### src/rtl/mix_vga_agc_pkg.sv
// Shared types and default widths for the receive-path VGA gain controller.
// MAX_GAIN and GAIN_WIDTH are also used by the downstream thermometer stage.
package mix_vga_agc_pkg;

    localparam int GAIN_WIDTH = 3;
    localparam int MAX_GAIN   = 6;

    typedef enum logic [1:0] {
        ST_MANUAL  = 2'd0,
        ST_MEASURE = 2'd1,
        ST_DECIDE  = 2'd2,
        ST_SETTLE  = 2'd3
    } agc_state_e;

endpackage

### src/rtl/mix_vga_agc_if.sv
// Control/status bundle between the AGC sequencer and its environment.
// Signal prefixes are from the AGC's point of view (i_ into the AGC, o_ out of it).
interface mix_vga_agc_if
    import mix_vga_agc_pkg::*;
#(
    parameter int GW = GAIN_WIDTH
);
    logic          i_agc_en;
    logic [GW-1:0] i_manual_gain;
    logic          i_sample_valid;
    logic          i_sig_high;
    logic          i_sig_low;
    logic [GW-1:0] o_gain_code;
    logic          o_gain_step;
    logic          o_locked;

    modport master (
        output i_agc_en, i_manual_gain, i_sample_valid, i_sig_high, i_sig_low,
        input  o_gain_code, o_gain_step, o_locked
    );

    modport slave (
        input  i_agc_en, i_manual_gain, i_sample_valid, i_sig_high, i_sig_low,
        output o_gain_code, o_gain_step, o_locked
    );
endinterface

### src/rtl/mix_vga_agc_window.sv
// Measurement window: counts accepted samples and how many were high / low.
// o_win_done flags the sample that completes the window (combinational).
module mix_vga_agc_window
    import mix_vga_agc_pkg::*;
#(
    parameter int WIN_LOG2 = 4
) (
    input  logic              clk,
    input  logic              rst,
    input  logic              i_clear,
    input  logic              i_sample_valid,
    input  logic              i_sig_high,
    input  logic              i_sig_low,
    output logic [WIN_LOG2:0] o_high_cnt,
    output logic [WIN_LOG2:0] o_low_cnt,
    output logic              o_win_done
);
    localparam int CW = WIN_LOG2 + 1;
    localparam logic [CW-1:0] WIN_FULL = CW'(1 << WIN_LOG2);
    localparam logic [CW-1:0] WIN_LAST = CW'((1 << WIN_LOG2) - 1);

    logic [CW-1:0] r_sample_cnt;
    logic [CW-1:0] r_high_cnt;
    logic [CW-1:0] r_low_cnt;

    // A sample with both flags set is classified as high only.
    always_ff @(posedge clk) begin
        if (rst || i_clear) begin
            r_sample_cnt <= '0;
            r_high_cnt   <= '0;
            r_low_cnt    <= '0;
        end else if (i_sample_valid && (r_sample_cnt != WIN_FULL)) begin
            r_sample_cnt <= r_sample_cnt + CW'(1);
            if (i_sig_high)
                r_high_cnt <= r_high_cnt + CW'(1);
            else if (i_sig_low)
                r_low_cnt <= r_low_cnt + CW'(1);
        end
    end

    assign o_high_cnt = r_high_cnt;
    assign o_low_cnt  = r_low_cnt;
    assign o_win_done = i_sample_valid && (r_sample_cnt == WIN_LAST);

endmodule

### src/rtl/mix_vga_agc.sv
// AGC sequencer: windowed level decisions step the VGA gain index, with a
// settling hold-off after each step; agc_en=0 forces the manual gain.
//   state   | meaning
//   MANUAL  | gain follows clamped manual_gain, counters held clear
//   MEASURE | accumulate one window of valid samples
//   DECIDE  | one cycle: step gain down/up or declare lock
//   SETTLE  | ignore samples for SETTLE_CYCLES clocks after a step
module mix_vga_agc #(
    parameter int GAIN_WIDTH    = mix_vga_agc_pkg::GAIN_WIDTH,
    parameter int MAX_GAIN      = mix_vga_agc_pkg::MAX_GAIN,
    parameter int INIT_GAIN     = 3,
    parameter int WIN_LOG2      = 4,
    parameter int HI_LIMIT      = 2,
    parameter int SETTLE_CYCLES = 8
) (
    input  logic         clk,
    input  logic         rst,
    mix_vga_agc_if.slave bus
);
    import mix_vga_agc_pkg::*;

    localparam int CW = WIN_LOG2 + 1;
    localparam int SW = $clog2(SETTLE_CYCLES + 1);
    localparam logic [CW-1:0]         WIN_FULL = CW'(1 << WIN_LOG2);
    localparam logic [GAIN_WIDTH-1:0] GAIN_MAX = GAIN_WIDTH'(MAX_GAIN);

    agc_state_e             r_state, w_state_nxt;
    logic [GAIN_WIDTH-1:0]  r_gain, w_gain_nxt, w_manual_clamped;
    logic                   r_step, w_step_nxt;
    logic                   r_locked, w_locked_nxt;
    logic [SW-1:0]          r_settle, w_settle_nxt;
    logic [CW-1:0]          w_high_cnt, w_low_cnt;
    logic                   w_win_done, w_clear, w_count_en;

    assign w_count_en = bus.i_agc_en && (r_state == ST_MEASURE) && bus.i_sample_valid;
    assign w_clear    = !bus.i_agc_en || (r_state != ST_MEASURE);
    assign w_manual_clamped = (bus.i_manual_gain > GAIN_MAX) ? GAIN_MAX : bus.i_manual_gain;

    mix_vga_agc_window #(
        .WIN_LOG2 (WIN_LOG2)
    ) u_window (
        .clk            (clk),
        .rst            (rst),
        .i_clear        (w_clear),
        .i_sample_valid (w_count_en),
        .i_sig_high     (bus.i_sig_high),
        .i_sig_low      (bus.i_sig_low),
        .o_high_cnt     (w_high_cnt),
        .o_low_cnt      (w_low_cnt),
        .o_win_done     (w_win_done)
    );

    always_ff @(posedge clk) begin
        if (rst) begin
            r_state  <= ST_MEASURE;
            r_gain   <= GAIN_WIDTH'(INIT_GAIN);
            r_step   <= 1'b0;
            r_locked <= 1'b0;
            r_settle <= '0;
        end else begin
            r_state  <= w_state_nxt;
            r_gain   <= w_gain_nxt;
            r_step   <= w_step_nxt;
            r_locked <= w_locked_nxt;
            r_settle <= w_settle_nxt;
        end
    end

    always_comb begin
        w_state_nxt  = r_state;
        w_gain_nxt   = r_gain;
        w_step_nxt   = 1'b0;
        w_locked_nxt = r_locked;
        w_settle_nxt = r_settle;
        // Manual override beats every state, including a pending decision.
        if (!bus.i_agc_en) begin
            w_state_nxt  = ST_MANUAL;
            w_gain_nxt   = w_manual_clamped;
            w_locked_nxt = 1'b0;
            w_settle_nxt = '0;
        end else begin
            case (r_state)
                ST_MANUAL: w_state_nxt = ST_MEASURE;
                ST_MEASURE: begin
                    if (w_win_done)
                        w_state_nxt = ST_DECIDE;
                end
                ST_DECIDE: begin
                    if ((w_high_cnt >= CW'(HI_LIMIT)) && (r_gain != '0)) begin
                        w_gain_nxt   = r_gain - GAIN_WIDTH'(1);
                        w_step_nxt   = 1'b1;
                        w_locked_nxt = 1'b0;
                        w_settle_nxt = SW'(SETTLE_CYCLES - 1);
                        w_state_nxt  = ST_SETTLE;
                    end else if ((w_low_cnt == WIN_FULL) && (r_gain < GAIN_MAX)) begin
                        w_gain_nxt   = r_gain + GAIN_WIDTH'(1);
                        w_step_nxt   = 1'b1;
                        w_locked_nxt = 1'b0;
                        w_settle_nxt = SW'(SETTLE_CYCLES - 1);
                        w_state_nxt  = ST_SETTLE;
                    end else begin
                        w_locked_nxt = 1'b1;
                        w_state_nxt  = ST_MEASURE;
                    end
                end
                ST_SETTLE: begin
                    if (r_settle == '0)
                        w_state_nxt = ST_MEASURE;
                    else
                        w_settle_nxt = r_settle - SW'(1);
                end
                default: w_state_nxt = ST_MEASURE;
            endcase
        end
    end

    assign bus.o_gain_code = r_gain;
    assign bus.o_gain_step = r_step;
    assign bus.o_locked    = r_locked;

endmodule

### src/flat_wrapper.sv
// flat-port wrapper written by rule: the top's interface ports become plain ports
module mix_vga_agc_flat import mix_vga_agc_pkg::*;
#(
    parameter int GAIN_WIDTH    = mix_vga_agc_pkg::GAIN_WIDTH,
    parameter int MAX_GAIN      = mix_vga_agc_pkg::MAX_GAIN,
    parameter int INIT_GAIN     = 3,
    parameter int WIN_LOG2      = 4,
    parameter int HI_LIMIT      = 2,
    parameter int SETTLE_CYCLES = 8
)
  (clk, rst, bus_i_agc_en, bus_i_manual_gain, bus_i_sample_valid, bus_i_sig_high, bus_i_sig_low, bus_o_gain_code, bus_o_gain_step, bus_o_locked);
  mix_vga_agc_if bus_i ();
  input  logic clk;
  input  logic rst;
  input wire logic [$bits(bus_i.i_agc_en)-1:0] bus_i_agc_en;
  input wire logic [$bits(bus_i.i_manual_gain)-1:0] bus_i_manual_gain;
  input wire logic [$bits(bus_i.i_sample_valid)-1:0] bus_i_sample_valid;
  input wire logic [$bits(bus_i.i_sig_high)-1:0] bus_i_sig_high;
  input wire logic [$bits(bus_i.i_sig_low)-1:0] bus_i_sig_low;
  output wire logic [$bits(bus_i.o_gain_code)-1:0] bus_o_gain_code;
  output wire logic [$bits(bus_i.o_gain_step)-1:0] bus_o_gain_step;
  output wire logic [$bits(bus_i.o_locked)-1:0] bus_o_locked;
  assign bus_i.i_agc_en = bus_i_agc_en;
  assign bus_i.i_manual_gain = bus_i_manual_gain;
  assign bus_i.i_sample_valid = bus_i_sample_valid;
  assign bus_i.i_sig_high = bus_i_sig_high;
  assign bus_i.i_sig_low = bus_i_sig_low;
  assign bus_o_gain_code = bus_i.o_gain_code;
  assign bus_o_gain_step = bus_i.o_gain_step;
  assign bus_o_locked = bus_i.o_locked;
  mix_vga_agc #(.GAIN_WIDTH(GAIN_WIDTH), .MAX_GAIN(MAX_GAIN), .INIT_GAIN(INIT_GAIN), .WIN_LOG2(WIN_LOG2), .HI_LIMIT(HI_LIMIT), .SETTLE_CYCLES(SETTLE_CYCLES)) u_core (.clk(clk), .rst(rst), .bus(bus_i));
endmodule
### config.mk
export PLATFORM = sky130hd
export DESIGN_NAME = mix_vga_agc_flat
export DESIGN_NICKNAME = d
export VERILOG_FILES = /design/src/rtl/mix_vga_agc_pkg.sv /design/src/rtl/mix_vga_agc_if.sv /design/src/rtl/mix_vga_agc_window.sv /design/src/rtl/mix_vga_agc.sv /design/src/flat_wrapper.sv
export SDC_FILE = /design/constraint.sdc
export NUM_CORES = 1
export LEC_CHECK = 0
export CAP_MARGIN = 40
export CORE_AREA = 2 2 70 52
export CTS_CLUSTER_DIAMETER = 100
export DETAILED_ROUTE_END_ITERATION = 16
export DIE_AREA = 0 0 72 54
export PLACE_DENSITY = 0.73
export RECOVER_POWER = 50
export SLEW_MARGIN = 0
export SYNTH_ARGS = -nofsm -noshare
export SYNTH_HDL_FRONTEND = slang
export SYNTH_SLANG_ARGS = --single-unit
### constraint.sdc
create_clock -name clk -period 2.4 [get_ports clk]
set_clock_uncertainty 0.05 [all_clocks]
set_input_delay 0.36 -clock clk [delete_from_list [all_inputs] [get_ports clk]]
set_output_delay 0.36 -clock clk [all_outputs]
set_load 0.005 [all_outputs]
After elaboration in Yosys (flattened, before gate mapping)
Cells that the tools add are included.
- flip-flop bits (word level): 26
- input bits: 9
- logic and storage cells: 76
- $add $sub $neg: 6
- order comparisons: 3
- equal/unequal tests: 15
- mux-type cells: 19
- bitwise logic cells: 3
- reductions and logical operators: 21
- operators with widths (kind ; count):
    5-bit by 1-bit adder with 5-bit output, second input constant ; 3
    3-bit 2-to-1 mux ; 5
    4-bit 2-to-1 mux ; 3
    2-bit 2-to-1 mux ; 4
    2-bit case mux with 4 select lines ; 1
    4-bit case mux with 2 select lines ; 1
    2-bit AND reduction ; 4
    1-bit logical AND ; 6
    2-bit by 1-bit inequality test with 1-bit output, second input constant ; 3
    3-bit by 1-bit inequality test with 1-bit output, second input constant ; 2
    3-bit AND reduction ; 2
    5-bit by 4-bit equality test with 1-bit output, second input constant ; 1
    5-bit equality test, second input constant ; 1
    5-bit by 2-bit >= comparator with 1-bit output, second input constant ; 1
    1-bit 2-to-1 mux ; 5
    5-bit inequality test, second input constant ; 1
    2-bit equality test, second input constant ; 2
    4-bit logical NOT ; 1
    2-bit inequality test, second input constant ; 2
    4-bit by 1-bit subtractor with 4-bit output, second input constant ; 1
    3-bit by 1-bit adder with 3-bit output, second input constant ; 1
    3-bit > comparator, second input constant ; 1
    3-bit < comparator, second input constant ; 1
    3-bit by 2-bit inequality test with 1-bit output, second input constant ; 1
    other kinds (11) ; 14

Logic depth before layout (Yosys ltp)
Gate-level depths: netlist (run 1).
- word-level depth: 7
- depth in mapped cells: 9

Cells and area by module
From an unflattened synthesis (run 1), not the netlist that was laid out.
- cells, all modules: 171
- area total of the unflattened synthesis: 1483.9 µm²
- modules (own cells, without submodules) (module ; times used ; cells each ; area each (µm²) ; sequential area each (µm²)):
    mix_vga_agc_window ; 1 ; 87 ; 782.0 ; 300.3
    mix_vga_agc ; 1 ; 84 ; 701.9 ; 220.2

Least setup slack after synthesis (run 1)
OpenSTA, ideal clock, no wires.
- path type: register to register
- start point: register u_core.u_window.r_high_cnt[1] (netlist: u_core.u_window.o_high_cnt[1])
- end point: register u_core.r_gain[2] (netlist: u_core.bus.o_gain_code[2])
- setup time: 74 ps
- arrival: 2112 ps
- required time: 2276 ps
- path slack: 164 ps
- stages on the path, launching flop included: 8
- buffers on the path: 0
- period minus slack after synthesis: 2236 ps
- cells stage by stage: dfxtp_1 ha_1 or4_4 o21ai_4 fa_1 xnor2_1 or3_2 a31oi_1
- cells in the longest elaborated chain, start to end: 5
- elaborated cells between the ends (all ways): 7
- those cells by class: order compare: 1; eq/ne: 1; mux: 3; reduce/logical: 2
- ends and longest elaborated chain (item ; RTL line ; RTL):
    start, declared ; mix_vga_agc_window.sv:23 ; logic [CW-1:0] r_high_cnt;
    start signal, assigned ; mix_vga_agc_window.sv:35 ; r_high_cnt <= r_high_cnt + CW'(1);
    5-bit by 2-bit >= comparator with 1-bit output (*) ; mix_vga_agc.sv:89 ; if ((w_high_cnt >= CW'(HI_LIMIT)) && (r_gain != '0)) begin
    1-bit logical AND (*) ; mix_vga_agc.sv:89 ;
    3-bit 2-to-1 mux ; mix_vga_agc.sv:89 ;
    3-bit 2-to-1 mux ; mix_vga_agc.sv:82 ; case (r_state)
    3-bit 2-to-1 mux ; mix_vga_agc.sv:76 ; if (!bus.i_agc_en) begin
    end signal, assigned ; mix_vga_agc.sv:56 ; r_gain <= GAIN_WIDTH'(INIT_GAIN);
    end signal, assigned ; mix_vga_agc.sv:62 ; r_gain <= w_gain_nxt;
    end, declared ; mix_vga_agc.sv:28 ; logic [GAIN_WIDTH-1:0] r_gain, w_gain_nxt, w_manual_clamped;
Every way passes the cells marked *; elsewhere a longest branch is shown, timed or not. The select of a mux whose other input is x is not followed.
A chain may end at the register's enable or synchronous reset.

Worst setup path after layout (run 1)
- start point: register u_core.u_window.r_high_cnt[0] (netlist: u_core.u_window.o_high_cnt[0])
- end point: register u_core.r_gain[2] (netlist: u_core.bus.o_gain_code[2])
The elaborated chain is that of the path after synthesis.

==> results of run 1 <==
[Yosys cell counts (2+ instances only)]
library cell  count
nand2_1          10
nand3b_1          2
or3_1             2
dfxtp_1          26
a31oi_1           2
a21oi_1           9
nand4_1           9
inv_1            15
xor2_1            5
and3_1            3
a211o_1           2
nand4bb_1         2
a211oi_2          2
mux2i_1           4
nor2_1           17
clkbuf_1          3
ha_1             12
nor2b_1           3
nand2b_1          2
o21ai_0           4
a21o_1            2
nand3_1           8
buf_2             2
xnor2_1           4
[final timing paths]
check                                                                 from                                      to  cells after the start
worst max register to register  u_core.u_window.o_high_cnt[0]$_SDFFE_PP0P_  u_core.bus.o_gain_code[2]$_SDFFE_PP0P_                      8
worst max-delay path            u_core.u_window.o_high_cnt[0]$_SDFFE_PP0P_  u_core.bus.o_gain_code[2]$_SDFFE_PP0P_                      8
worst min register to register             u_core.r_settle[1]$_SDFFE_PP0P_         u_core.r_settle[1]$_SDFFE_PP0P_                      2
worst min-delay path                       u_core.r_settle[1]$_SDFFE_PP0P_         u_core.r_settle[1]$_SDFFE_PP0P_                      2
[per-stage QoR]
step | hold slack (ns) | util
detailed placement | 0.4326 | 0.5340
floorplan | 0.3794 | -
finish | 0.4409 | 0.5454
global route | 0.4625 | 0.5454
CTS | 0.4450 | 0.5506
global placement | 0.4114 | 0.5340
[tightest hold or removal path, stage by stage (launching register included)]
cell,delay [ns]
dfxtp_1,0.33
nand2_1,0.06
mux2i_1,0.06
[flip-flops by register name, summed over array words and instances (netlist names)]
register,count
u_core.u_window.o_high_cnt,5
u_core.r_settle,4
u_core.bus.o_gain_code,3
u_core.bus.o_locked,1
u_core.u_window.o_low_cnt,5
u_core.bus.o_gain_step,1
u_core.u_window.r_sample_cnt,5
u_core.r_state,2
[cells by family after synthesis]
kind of cell	after synthesis	share of synthesized area
xor+xnor	9	0.05000
mux	4	0.02540
fa+ha+maj	13	0.1079
simple gates	68	0.2405
buf+inv	21	0.05238
flops	26	0.3302
compound gates	36	0.1937
[power groups by stage]
| stage | Sequential (mW) | Clock (mW) | Combinational, mW |
|---|---|---|---|
| after floorplan | 0.458 | 0 | 0.0712 |
| final | 0.449 | 0.288 | 0.114 |
| after detailed placement | 0.459 | 0 | 0.116 |
| after global routing | 0.450 | 0.307 | 0.125 |
| after global placement | 0.458 | 0 | 0.110 |
| after CTS | 0.449 | 0.295 | 0.117 |
[per-layer routing]
metal	vias up	track usage
li1	664	-
met1	636	0.2283
met2	30	0.3333
met3	4	0.04120
met4	0	0.05660
met5	-	0
[cell type report]
class | instances | area (sq um) | area share
inverter | 15 | 56.30 | 0.03119
timing repair buffer | 18 | 163.9 | 0.09078
tap | 40 | 50.05 | 0.02772
multi-input combinational | 130 | 959.7 | 0.5315
sequential | 26 | 520.5 | 0.2883
clock buffer | 4 | 55.05 | 0.03049
==> impl_metrics.toml, run 1 <==
[status]
status = "completed"

[cts]
cts_made_buffers = 3
root_buffer = "clkbuf_8"
post_cts_buffers = 0
cts_num_sinks = 26
post_cts_resize_count = 0
path_clk_slew_ns = 0.10
clock_latency_ns = 0.28
cts_hold_buf = 0
cts_tree = "built"
htree_levels = 1
cts_buffer_depth = 2

[global_routing]
track_usage = 0.1865
grt_pass1_vias = 1291
grt_pass1_wl_mm = 5.568
overflow = 0
antenna_found_initial = 0
grt_max_degree = 15

[die]
rows = 18
dieHeight_um = 54
initial_core_util = 0.4762
die_area_sq_um = 3888
dieWidth_um = 72
core_area_sq_um = 3311
io_pins = 14

[detailed_routing]
routedWlPerCell_um = 14.92
wl_met1_mm = 1.626
routed.top_layer = "met4"
wl_met2_mm = 1.672
dr.first_iter.drc_count = 50
drt-total-wl_mm = 3.476
vias_per_cell = 5.725
via_count = 1334
antenna_left = 0
drc_errors = 0
drt_pre_antenna_iters = 4
wl_met3_um = 156

[yosys]
synth-edff-count = 0
syn-cell-area_sq_um = 1577
synth_top_area_frac = 0.3302
yosysTopAreaCell = "dfxtp_1"
async_flop_share = 0
synthFlopType = "dfxtp_1"
syn-num-nets = 199
syn-instance-count = 177
synth.area.top_cells = "dfxtp_1 (33%), ha_1 (9.5%), nor2_1 (4.0%), inv_1 (3.6%), nand4_1 (3.6%)"
syn_area_per_cell_sq_um = 8.907
yosysUniqueCellTypes = 51
yosys_warnings = 0
yosysSeqAreaShare = 0.3302
ys_ff_latch = 26

[worst_setup_path]
crit_chain = "inv_1 > ha_1 > or4_4 > o21ai_4 > fa_1 > xnor2_1 > or3_2 > a31oi_1"
crit_path_max_fanout = 4
regToRegSetupSlack_ns = 0.18
cpMaxStageDelayCell = "or4_4"
crit_type = "register to register"
critPathLaunchType = "register"
worst-path-buf-inv = 1
cp-end-kind = "register"
crit_required_ns = 2.56
critical_path.top_delay_family = "simple AND/OR/NAND/NOR gates"
arrival_ns = 2.38
cpPeakStageDelay_ns = 0.46

[finish]
fillCellCount = 305
design_area_sq_um = 1805
layout_common_cells = "dfxtp_1 (26), nor2_1 (17), inv_1 (15)"
diodes = 0
layout.nets = 216
layout_commonest_cell = "dfxtp_1"
layout-drive-gt1-share = 0.1140
syn2layout_area_growth_pct = 14.52
finalNonFillerCells = 233

[pwr]
p_sw_frac = 0.2485
power.density_nw_per_um2 = 471.3
p_switching_uw = 211.4
p_leak_nw = 0.6803
peakVddDrop_v = 0.0002302
p_clk_frac = 0.338
power.total_uw = 850.8
p_comb_frac = 0.134
internal-power_uw = 639.4
pwr-share-seq = 0.528

[sta]
slew_headroom = 0.6387
period_needed_ns = 2.219
fin_ws_ns = 0.1807
fin_crit_sh = 0.9247
worst_slew_pin_slew_ns = 0.5403
rsz0062_at_grt = "false"
hold_viol_final = 0
maxSlewViolCount = 0
setup_viol = 0
max_freq_mhz = 450.6
finalSetupTns_ns = 0

[placed_design]
dpl.cell_count = 229
placed_area_sq_um = 1768
numPortBuffers = 13
gp_congestion = 0.8207
hpwl_mm = 2.657
dp_slack_ns = 0.1843

[run]
drv_cap = 0

[min_path]
hold_path.class = "register to register"
Power figures use the tool's default switching activity.
==> run 2, diff against run 1 <==
- ABC_AREA: unset -> 1
- CORE_AREA: 2 2 70 52 -> 2 2 68 51
- DIE_AREA: 0 0 72 54 -> 0 0 70 53
==> run 2 against run 1 <==
Core utilization increased by 2.1 points. Setup slack improved by 0.097 ns. Sequential power about the same. Critical endpoint is now u_core.u_window.r_sample_cnt[1]$_SDFFE_PP0P_.
==> impl_metrics.toml, run 2 <==
[yosys]
synthFlopType = "dfxtp_1"
yosysSeqAreaShare = 0.3487
syn-num-nets = 225
syn-instance-count = 203
synth.area.top_cells = "dfxtp_1 (35%), nand2_1 (12%), ha_1 (10%), inv_1 (8.0%), a21oi_1 (6.0%)"
syn-cell-area_sq_um = 1493
async_flop_share = 0
yosys_warnings = 0
synthTopCellsByCount = "nand2_1 (46), inv_1 (32), dfxtp_1 (26), a21oi_1 (18), o21ai_0 (15)"
yosysUniqueCellTypes = 25
yosysMostFrequentCell = "nand2_1"
yosysTopAreaCell = "dfxtp_1"
synth_top_area_frac = 0.3487
synth-edff-count = 0
syn_area_per_cell_sq_um = 7.353
ys_ff_latch = 26

[sta]
slew_headroom = 0.5634
setup_viol = 0
hold_viol_final = 0
maxSlewViolCount = 0
rsz0062_at_grt = "false"
fin_ws_ns = 0.2772
worst_slew_pin_slew_ns = 0.6525
fin_crit_sh = 0.8845
finalSetupTns_ns = 0
hold_ws_ns = 0.4261
max_freq_mhz = 471.1
period_needed_ns = 2.123

[finish]
layout.nets = 242
layout_commonest_cell = "nand2_1"
diodes = 0
layout-drive-gt1-share = 0.05936
syn2layout_area_growth_pct = 14.59
fin_util = 0.5663
layout_common_cells = "nand2_1 (46), inv_1 (33), dfxtp_1 (26)"
fillCellCount = 288

[detailed_routing]
antenna_left = 0
via_count = 1256
dr.first_iter.drc_count = 83
drt_pre_antenna_iters = 4
drt-total-wl_mm = 2.748
drc_errors = 0
routedWlPerCell_um = 10.69
vias_per_cell = 4.887

[die]
rows = 17
die_area_sq_um = 3710
io_pins = 14
core_area_sq_um = 3020
initial_core_util = 0.4942
dieHeight_um = 53
dieWidth_um = 70

[worst_setup_path]
cp.depth = 7
crit_required_ns = 2.55
ff2ff_path_depth = 8
cpMaxStageDelayCell = "dlygate4sd3_1"
crit_start = "bus_i_agc_en"
critical_path.top_delay_family = "buffers and inverters"
critPathLaunchType = "primary input"
r2r-end = "u_core.bus.o_gain_code[1]$_SDFFE_PP1P_"
crit_path_max_fanout = 12
crit_type = "primary input to register"
crit_chain = "dlygate4sd3_1 > inv_2 > nor2_4 > inv_1 > nor2_1 > o21ai_0 > a21oi_1"
crit_path_end = "u_core.u_window.r_sample_cnt[1]$_SDFFE_PP0P_"
arrival_ns = 2.28
worst-path-buf-inv = 3
cpPeakStageDelay_ns = 0.66
regToRegSetupSlack_ns = 0.41
cp-end-kind = "register"
timing.rr.start = "u_core.u_window.o_high_cnt[0]$_SDFFE_PP0P_"

[global_routing]
grt_pass1_vias = 1128
track_usage = 0.1702
antenna_found_initial = 0
grt_max_degree = 16
overflow = 0
grt_pass1_wl_mm = 4.974

[cts]
post_cts_buffers = 0
cts_buffer_depth = 2
post_cts_resize_count = 0
cts_made_buffers = 3
cts_hold_buf = 0
path_clk_slew_ns = 0.10
htree_levels = 1
clock_latency_ns = 0.27
cts_num_sinks = 26
root_buffer = "clkbuf_8"
cts_tree = "built"

[placed_design]
gp_congestion = 0.8464
dp_slack_ns = 0.4108
hpwl_mm = 2.084
numPortBuffers = 13

[pwr]
p_leak_nw = 0.7230
power.density_nw_per_um2 = 536.4
peakVddDrop_v = 0.0003666
power.total_uw = 917.4

[status]
status = "completed"

[run]
drv_cap = 0

[min_path]
hold_path.class = "register to register"
run 2: stage by stage:
step	instance area, sq um	cells
floorplan	1493	203
global placement	1659	253
detailed placement	1659	253
CTS	1730	257
global route	1710	257
finish	1710	257
run 2: worst min-delay path, cell delays in order, from the launching register on:
cell	delay [ns]
dfxtp_1	0.32
nand2_1	0.06
a21oi_1	0.05
run 2: kinds of logic (layout without fill, tap and decap cells):
kind of cell               after synthesis  after routing  share of synthesized area
xor gates and xnor gates                 5              5                    0.02934
AOI/OAI and AO/OA                       37             37                     0.1308
adders and majority gates               13             13                     0.1140
buffers and inverters                   37             53                     0.1006
DFF                                     26             26                     0.3487
and+or+nand+nor                         85             85                     0.2766
run 2: worst min-delay path by stage:
stage                                                    start                                    endpoint  cells past startpoint
floorplan                                                  rst      u_core.bus.o_gain_code[2]$_SDFFE_PP0P_                      1
global placement    u_core.u_window.o_high_cnt[4]$_SDFFE_PP0P_  u_core.u_window.o_high_cnt[4]$_SDFFE_PP0P_                      2
detailed placement  u_core.u_window.o_high_cnt[4]$_SDFFE_PP0P_  u_core.u_window.o_high_cnt[4]$_SDFFE_PP0P_                      2
CTS                 u_core.u_window.o_high_cnt[4]$_SDFFE_PP0P_  u_core.u_window.o_high_cnt[4]$_SDFFE_PP0P_                      2
global route        u_core.u_window.o_high_cnt[4]$_SDFFE_PP0P_  u_core.u_window.o_high_cnt[4]$_SDFFE_PP0P_                      2
finish              u_core.u_window.o_high_cnt[4]$_SDFFE_PP0P_  u_core.u_window.o_high_cnt[4]$_SDFFE_PP0P_                      2
run 2: layer usage:
metal  GRT usage  up-vias  share of wire
met5           0        -              0
met4     0.03526        0         0.0029
met3     0.04952        2          0.039
met2      0.2476       18           0.39
met1      0.2485      556           0.57
li1            -      680              -
run 2: cell type report:
| type | instances | area [sq um] | share of cell area |
|---|---|---|---|
| Clock buffer | 3 | 41.29 | 0.02414 |
| Clock inverter | 1 | 30.03 | 0.01756 |
| Inverter | 36 | 138.9 | 0.08120 |
| Multi-Input combinational cell | 140 | 802.0 | 0.4689 |
| Sequential cell | 26 | 520.5 | 0.3043 |
| Tap cell | 38 | 47.55 | 0.02780 |
| Timing Repair Buffer | 13 | 130.1 | 0.07608 |
run 2: where the power goes:
group	total (mW)	internal (mW)	switching (mW)
Combinational	0.105	0.0444	0.0607
Clock	0.365	0.223	0.142
Sequential	0.448	0.440	0.00799
Total	0.917	0.707	0.210
==> run 3, diff against run 2 <==
- CORE_AREA: 2 2 68 51 -> 2 2 65 49
- DIE_AREA: 0 0 70 53 -> 0 0 67 51
- PLACE_DENSITY: 0.73 -> 0.76
- clock period: 2.4 -> 2.22 ns (I/O delays scaled with it)
==> run 3 against run 2 <==
Non-clock buffer count unchanged. Sequential share of layout area rose by 0.41 points. Sequential power grew 7.8%. Global-route usage grew 0.77 points. Count of clock-buffer cells in the layout unchanged. Core utilization is 1.7 points higher. Setup slack got worse by 0.026 ns. Die area shrank 7.9%. Via count down 0.80%. Critical path depth grew 7. Combinational power is 9.5% higher. Wire length down 3.3%. Critical path type is now register to register. Critical endpoint is now u_core.bus.o_gain_code[2]$_SDFFE_PP0P_. Largest power group unchanged.
==> impl_metrics.toml, run 3 (synthesized netlist as in run 2, its figures left out) <==
[pwr]
power.total_uw = 862.3
peakVddDrop_v = 0.0003248
power.density_nw_per_um2 = 510.9
p_leak_nw = 0.7086

[cts]
path_clk_slew_ns = 0.09
clock_latency_ns = 0.27
cts_num_sinks = 26
root_buffer = "clkbuf_8"
htree_levels = 1
cts_buffer_depth = 2
cts_tree = "built"
cts_hold_buf = 0
post_cts_buffers = 0
cts_made_buffers = 3
post_cts_resize_count = 0

[detailed_routing]
vias_per_cell = 4.867
antenna_left = 0
dr.first_iter.drc_count = 35
routedWlPerCell_um = 10.38
drt-total-wl_mm = 2.657
drt_pre_antenna_iters = 4
via_count = 1246
drc_errors = 0

[die]
rows = 17
dieWidth_um = 67
initial_core_util = 0.5160
die_area_sq_um = 3417
dieHeight_um = 51
core_area_sq_um = 2893
io_pins = 14

[finish]
layout_commonest_cell = "nand2_1"
layout.nets = 242
fin_util = 0.5835
finalNonFillerCells = 256
layout_common_cells = "nand2_1 (46), inv_1 (32), dfxtp_1 (26)"
fillCellCount = 301
design_area_sq_um = 1688
layout-drive-gt1-share = 0.06422
diodes = 0
syn2layout_area_growth_pct = 13.08

[global_routing]
met1_usage = 0.2257
grt-busiest-layer = "met2"
grt_pass1_vias = 1173
overflow = 0
antenna_found_initial = 0
grt_use_met3 = 0.05286
grt_max_degree = 14
track_usage = 0.1780
grt_pass1_wl_mm = 4.698
grt_use_met2 = 0.3069

[worst_setup_path]
worst-path-buf-inv = 2
r2r-end = "u_core.bus.o_gain_code[2]$_SDFFE_PP0P_"
ff2ff_path_depth = 14
regToRegSetupSlack_ns = 0.25
crit_top_cell = "nand2_1"
cp-end-kind = "register"
critPathLaunchType = "register"
crit_path_max_fanout = 5
arrival_ns = 2.12
crit_required_ns = 2.37
crit_type = "register to register"
cpPeakStageDelay_ns = 0.43
cpMaxStageDelayCell = "dfxtp_1"
timing.rr.start = "u_core.u_window.o_high_cnt[1]$_SDFFE_PP0P_"
crit_chain = "ha_1 > nor2_1 > nand3_1 > nand2_1 > fa_1 > inv_1 > nand2_1 > nand2_1 > inv_1 > nand2_1 > nand3_1 > nand2_1 > nand2_1 > a21oi_1"
critical_path.top_delay_family = "simple AND/OR/NAND/NOR gates"

[placed_design]
gp_congestion = 0.8150
placed_area_sq_um = 1659
dpl.cell_count = 253
dp_slack_ns = 0.2576
numPortBuffers = 13
hpwl_mm = 2.064

[sta]
finalSetupTns_ns = 0
hold_ws_ns = 0.4139
fin_ws_ns = 0.2511
rsz0062_at_grt = "false"
maxSlewViolCount = 0
slew_headroom = 0.5954
hold_viol_final = 0
setup_viol = 0
fin_crit_sh = 0.8869
max_freq_mhz = 507.9
worst_slew_pin_slew_ns = 0.6047
period_needed_ns = 1.969

[status]
status = "completed"

[min_path]
min-delay-start = "u_core.r_settle[2]$_SDFFE_PP0P_"
whs_path_depth = 2
whs_endpoint = "u_core.r_settle[2]$_SDFFE_PP0P_"
hold_path.class = "register to register"

[run]
drv_cap = 0
[run 3: cell types whose count changed in the layout (fill, tap and decap cells not counted), sizes merged]
cell / delta
dlygate4sd3: -1
clkdlybuf4s50: +1
bufinv: -1
[run 3: report_power, final]
part	switching (mW)	internal, mW	total [mW]
Sequential	0.00823	0.475	0.483
Clock	0.142	0.121	0.264
Combinational	0.0665	0.0487	0.115
Total	0.217	0.645	0.862
[run 3: routing by layer]
layer / up-vias / part of all wire
met5: - / 0
met3: 0 / 0.033
met1: 553 / 0.52
met2: 11 / 0.45
li1: 682 / -
met4: 0 / 0
[run 3: worst max-delay path by stage]
| stage | start | to | cells after the start |
|---|---|---|---|
| after floorplan | u_core.u_window.o_high_cnt[0]$_SDFFE_PP0P_ | u_core.bus.o_gain_code[1]$_SDFFE_PP1P_ | 8 |
| after global placement | u_core.u_window.o_high_cnt[0]$_SDFFE_PP0P_ | u_core.bus.o_gain_code[1]$_SDFFE_PP1P_ | 8 |
| after detailed placement | u_core.u_window.o_high_cnt[0]$_SDFFE_PP0P_ | u_core.bus.o_gain_code[1]$_SDFFE_PP1P_ | 8 |
| after CTS | u_core.u_window.o_high_cnt[0]$_SDFFE_PP0P_ | u_core.bus.o_gain_code[1]$_SDFFE_PP1P_ | 8 |
| after global routing | u_core.u_window.o_high_cnt[1]$_SDFFE_PP0P_ | u_core.bus.o_gain_code[2]$_SDFFE_PP0P_ | 14 |
| final | u_core.u_window.o_high_cnt[1]$_SDFFE_PP0P_ | u_core.bus.o_gain_code[2]$_SDFFE_PP0P_ | 14 |
[run 3: final cells by class]
type                            instances  area, sq um  share of cell area
Timing Repair Buffer                   13        130.1             0.07709
Multi-Input combinational cell        140        809.5              0.4796
Sequential cell                        26        520.5              0.3084
Clock buffer                            3        41.29             0.02446
Inverter                               36        138.9             0.08228
Tap cell                               38        47.55             0.02817
[run 3: tightest hold or removal path: cells and delay by family, from the launching register on]
family          cells  cell delay [ns]
simple gates        1             0.06
compound gates      1             0.05
flops               1             0.32
